<file path="src/rtl/seq_multiplier_4bits_pkg.sv">
// Shared constants and FSM state encoding for the sequential 4x4 shift-and-add multiplier.
package seq_multiplier_4bits_pkg;

    localparam int SIZE  = 4;
    localparam int STEPS = 4;

    typedef enum logic [1:0] {
        IDLE = 2'd0,
        CALC = 2'd1,
        DONE = 2'd2
    } state_t;

endpackage

</file>
<file path="src/rtl/seq_multiplier_4bits_adder.sv">
// 4-bit ripple-carry adder built purely from 2-input NOR gates (nine per bit).
module FullAdder_4bits_in_nor (
    input  logic [3:0] a,
    input  logic [3:0] b,
    input  logic       cin,
    output logic [3:0] sum,
    output logic       cout
);

    logic [4:0] carry;
    logic [3:0] g1, g2, g3, g4, g5, g6, g7;

    assign carry[0] = cin;

    // g4 is XNOR(a,b); g5 is (a^b)&~cin, reused by both sum and carry.
    for (genvar i = 0; i < 4; i++) begin : g_bit
        assign g1[i]       = ~(a[i]  | b[i]);
        assign g2[i]       = ~(a[i]  | g1[i]);
        assign g3[i]       = ~(b[i]  | g1[i]);
        assign g4[i]       = ~(g2[i] | g3[i]);
        assign g5[i]       = ~(g4[i] | carry[i]);
        assign g6[i]       = ~(g4[i] | g5[i]);
        assign g7[i]       = ~(carry[i] | g5[i]);
        assign sum[i]      = ~(g6[i] | g7[i]);
        assign carry[i+1]  = ~(g1[i] | g5[i]);
    end

    assign cout = carry[4];

endmodule

</file>
<file path="src/rtl/seq_multiplier_4bits.sv">
// Sequential 4x4 unsigned shift-and-add multiplier with a busy/done handshake.
module seq_multiplier_4bits
    import seq_multiplier_4bits_pkg::*;
(
    input  logic              clk,
    input  logic              rst_n,
    input  logic              start,
    input  logic [SIZE-1:0]   a,
    input  logic [SIZE-1:0]   b,
    output logic              busy,
    output logic              done,
    output logic [2*SIZE-1:0] product
);

    state_t            state, next_state;
    logic [SIZE-1:0]   m;
    logic [2*SIZE-1:0] p;
    logic [2*SIZE-1:0] p_next;
    logic [1:0]        cnt;
    logic [SIZE-1:0]   add_sum;
    logic              add_cout;

    FullAdder_4bits_in_nor u_adder (
        .a    (p[2*SIZE-1:SIZE]),
        .b    (m),
        .cin  (1'b0),
        .sum  (add_sum),
        .cout (add_cout)
    );

    // The adder carry becomes the new MSB, so 15*15 never loses a bit.
    assign p_next = p[0] ? {add_cout, add_sum, p[SIZE-1:1]}
                         : {1'b0, p[2*SIZE-1:1]};

    // NOTE: state is updated with <= so every register samples pre-edge values.
    always_ff @(posedge clk or negedge rst_n) begin
        if (!rst_n) state <= IDLE;
        else        state <= next_state;
    end

    // NOTE: next_state gets a default first so no path leaves it unassigned (no latch).
    always_comb begin
        next_state = state;
        unique case (state)
            IDLE:    if (start) next_state = CALC;
            CALC:    if (cnt == 2'(STEPS - 1)) next_state = DONE;
            DONE:    next_state = IDLE;
            default: next_state = IDLE;
        endcase
    end

    always_ff @(posedge clk or negedge rst_n) begin
        if (!rst_n) begin
            m       <= '0;
            p       <= '0;
            cnt     <= '0;
            product <= '0;
        end else begin
            case (state)
                IDLE: begin
                    if (start) begin
                        m   <= a;
                        p   <= {{SIZE{1'b0}}, b};
                        cnt <= '0;
                    end
                end
                CALC: begin
                    p   <= p_next;
                    cnt <= cnt + 2'd1;
                    if (cnt == 2'(STEPS - 1)) product <= p_next;
                end
                default: ;
            endcase
        end
    end

    assign busy = (state != IDLE);
    assign done = (state == DONE);

endmodule

</file>
<file path="config.mk">
export PLATFORM = sky130hd
export DESIGN_NAME = seq_multiplier_4bits
export DESIGN_NICKNAME = d
export VERILOG_FILES = /design/src/rtl/seq_multiplier_4bits_pkg.sv /design/src/rtl/seq_multiplier_4bits_adder.sv /design/src/rtl/seq_multiplier_4bits.sv
export SDC_FILE = /design/constraint.sdc
export NUM_CORES = 1
export LEC_CHECK = 0
export ABC_AREA = 1
export BUFFER_PORTS_ARGS = -buffer_cell sky130_fd_sc_hd__buf_2
export CAP_MARGIN = 10
export CORE_MARGIN = 5
export CORE_UTILIZATION = 51
export CTS_BUF_LIST = sky130_fd_sc_hd__clkbuf_8
export DETAILED_ROUTE_END_ITERATION = 7
export PLACE_DENSITY = 0.77
export SYNTH_ARGS = -nofsm -noshare
export SYNTH_HDL_FRONTEND = slang
export SYNTH_SLANG_ARGS = --single-unit
</file>
<file path="constraint.sdc">
create_clock -name clk -period 2.2 [get_ports clk]
set_input_delay 0.22 -clock clk [delete_from_list [all_inputs] [get_ports clk]]
set_output_delay 0.22 -clock clk [all_outputs]
set_load 0.02 [all_outputs]
</file>
==> results by group <==
Route
  • Via density per instance: 4.99
  • M1 WL: 1.06 mm
  • Routed Antenna Nets: 0
  • Drt first pass iters: 4
  • Initial DRC count: 19
  • WL met3: between 100 and 150 um
  • DR WL/cell: between 10 and 15 um
  • Drt total wl: approximately 2.4 mm
  • Routed wl met2: approximately 1.1 mm
  • DR top layer: met4
  • DRC viols: 0
  • Via count: roughly 900

Floorplanning
  • Initial Util: a little over half
  • Core area: approximately 2200 sq um
  • Die H: 57.8 um
  • Die area: 3350 sq um
  • I/O pins: 21
  • Die width: 57.8 um
  • Row count: 17

Cells and area
  • Post-Layout Inst Area: 1360 sq um
  • Final core occ: about three fifths
  • Filler Cell Count: between 150 and 200
  • Nets: 172
  • Area Growth Syn to Fin: 16.2%
  • Area of the multi-input gates: 519 sq um
  • Register area: between 600 and 700 sq um
  • Diodes inserted: 0
  • Share of cells above drive strength 1: roughly 26%

Synthesis
  • Synthesized instance count: between 100 and 150
  • Post-synth cell types: 18
  • Post-synthesis sequential area ratio: between 50 and 60%
  • Top FF cell, synth: dfrtp_1
  • Cell area after synthesis: about 1200 sq um
  • Yosys reg bits: 24
  • Synth Area per Inst: slightly below 9 sq um
  • Net Count, Synth: 148
  • Synthesis Warnings: 0
  • Post-synth EDFFs: 0
  • Synth async-reset ratio: 100%

Critical path
  • R2R Setup Slk: about 88 ps
  • Top Family by Delay on Critical Path: adder cells
  • Critical path buffers and inverters: 1
  • Required time of the critical path: roughly 2400 ps
  • CP max stage delay: around 420 ps
  • CP cell instances: ha_2, fa_2, fa_2, inv_2, fa_1, nand2_1, o21ai_2, o21ai_1
  • Slowest library cell on the worst path: dfrtp_1
  • FF-to-FF End: p[6]$_DFFE_PN0P_
  • Reg-to-Reg Start: p[4]$_DFFE_PN0P_
  • CP arrival: 2300 ps
  • CP Launch Type: flip-flop
  • CP most frequent cell: fa_2
  • WS Path Type: reg -> reg
  • R2R depth: 8
  • Crit-path max FO: 3
  • Worst path depth: 8
  • Worst Setup End Kind: flip-flop

Clocking
  • Worst-Skew Late Latency: 260 ps
  • Clock root buffer: clkbuf_8
  • CTS Sinks: 24
  • Total CTS buffers: 3
  • TritonCTS clock tree: done
  • H-tree Lvls: 1
  • Clk buf depth: 2
  • Worst-path clk slew: 80 ps

STA
  • FMAX: approximately 470 MHz
  • Slew HR: 64.9%
  • Setup Viol. Count Final: 0
  • Crit path time final: 2110 ps
  • Final hold viol count: 0
  • Slew Viols, Final: 0
  • Final Skew: about 3.1 ps
  • Worst Max-Slew Pin Slew: ~530 ps
  • Tcrit/Tclk final: just under 100%
  • RSZ-0062 raised after global routing: yes

Global route
  • Largest net degree at the start of global routing: 25
  • Grt ovf: 0
  • GR Util All Layers: ~16%
  • Vias in the first global route: a little over 900
  • Initial antenna violation count: 0
  • Global-route wire length before repair: roughly 4.1 mm

Place
  • Placement Cell Area: between 1000 and 1500 sq um
  • PortBufs: 20
  • Gpl congestion: 0.768
  • Post-DP HPWL: around 1.7 mm

Worst hold path
  • Hold path depth: 3
  • Min-Delay Path Class: in -> reg
  • Worst-case hold path end point: m[0]$_DFFE_PN0P_
  • Hold path startpoint: a[0]

Power
  • VDD IR max: 793 uV
  • Power Density: 1410 nW/um^2
  • Total power: around 1.9 mW
  • Leakage: just over 0.7 nW

Run
  • MaxCap Viol Count: 0

Status
  • Run status: finished clean
## area by class of cell
cell class	instances	area share, %
clock buffer	4	4.06
tap	28	2.58
timing repair buffer	21	8.12
multi-input combinational	97	38.3
sequential	24	44.3
inverter	9	2.68
## worst reg2reg max path, stage by stage (launching register included)
cell and delay [ps]:
dfrtp_1 420, ha_2 200, fa_2 340, fa_2 350, inv_2 60, fa_1 390
nand2_1 90, o21ai_2 60, o21ai_1 130
## kinds of logic (layout without fill, tap and decap cells)
group / Yosys count / after routing / synth area share [%]
AND/OR/NAND/NOR: 84 / 84 / 31.2
flip-flops: 24 / 24 / 51.4
buffers and inverters: 11 / 34 / 5.04
AO/OA/AOI/OAI: 8 / 8 / 5.04
adder cells (fa/ha/maj): 5 / 5 / 7.29
## sequential cells by signal, summed over array words and instances, names as in the netlist
register,flops
cnt,2
m,4
p,8
product,8
state,2
## worst max-delay path by stage
stage,start,end
2_1_floorplan,m[0]$_DFFE_PN0P_,product[6]$_DFFE_PN0P_
3_3_place_gp,m[0]$_DFFE_PN0P_,product[6]$_DFFE_PN0P_
3_5_place_dp,m[0]$_DFFE_PN0P_,p[6]$_DFFE_PN0P_
4_1_cts,p[4]$_DFFE_PN0P_,product[6]$_DFFE_PN0P_
5_1_grt,p[4]$_DFFE_PN0P_,p[6]$_DFFE_PN0P_
6_report,p[4]$_DFFE_PN0P_,p[6]$_DFFE_PN0P_
## cells in the mapped netlist (2+ instances only)
| cell | count | area share, % |
|---|---|---|
| o21ai_1 | 3 | 1.3 |
| nand3_1 | 9 | 3.9 |
| buf_6 | 2 | 1.9 |
| dfrtp_1 | 24 | 51 |
| ha_1 | 2 | 2.1 |
| o21ai_2 | 2 | 1.5 |
| nand2_1 | 67 | 22 |
| nor2_4 | 3 | 2.9 |
| fa_1 | 3 | 5.1 |
| nand2_2 | 2 | 1.1 |
| inv_1 | 7 | 2.3 |
| o21ai_0 | 2 | 0.86 |
## cell usage in the layout (no fill, tap or decap), types with 2 or more instances in the layout
cell and instances:
o21ai_2 3, clkbuf_8 4, nand3_1 9, dfrtp_1 24
buf_2 20, nor2_4 3, nand2_1 67, fa_2 2
inv_2 2, nand2_2 2, inv_1 6, o21ai_1 3
## metal layers
layer | global-route usage, % | up-vias
li1 | - | 451
met1 | 20.7 | 435
met2 | 26.3 | 26
met3 | 2.45 | 2
met4 | 4.97 | 0
met5 | 0 | -
## power by group
part           switching (mW)  internal, mW
combinational           0.525         0.294
sequential              0.180         0.619
clock                   0.134         0.160
total                   0.839          1.07
## through the flow
step | cells | worst slack (ps) | setup TNS, ps | hold slack [ps]
floorplan | 132 | 105 | 0 | -75.6
global placement | 178 | 63.5 | 0 | 221
detailed placement | 178 | -25.5 | -49.0 | 226
CTS | 183 | 0.778 | 0 | 182
global route | 183 | -3.25 | -3.25 | 204
finish | 183 | 88.0 | 0 | 190
## timing repair
action | CTS | global route
pin swaps | 0 | 2
hold endpoints to repair | 24 | 0
hold buffers | 1 | 0
resized for setup | 2 | 4
endpoints found under the setup margin | 2 | 2
setup buffers | 0 | 0
Note: power is estimated with default switching activity, not from simulation.
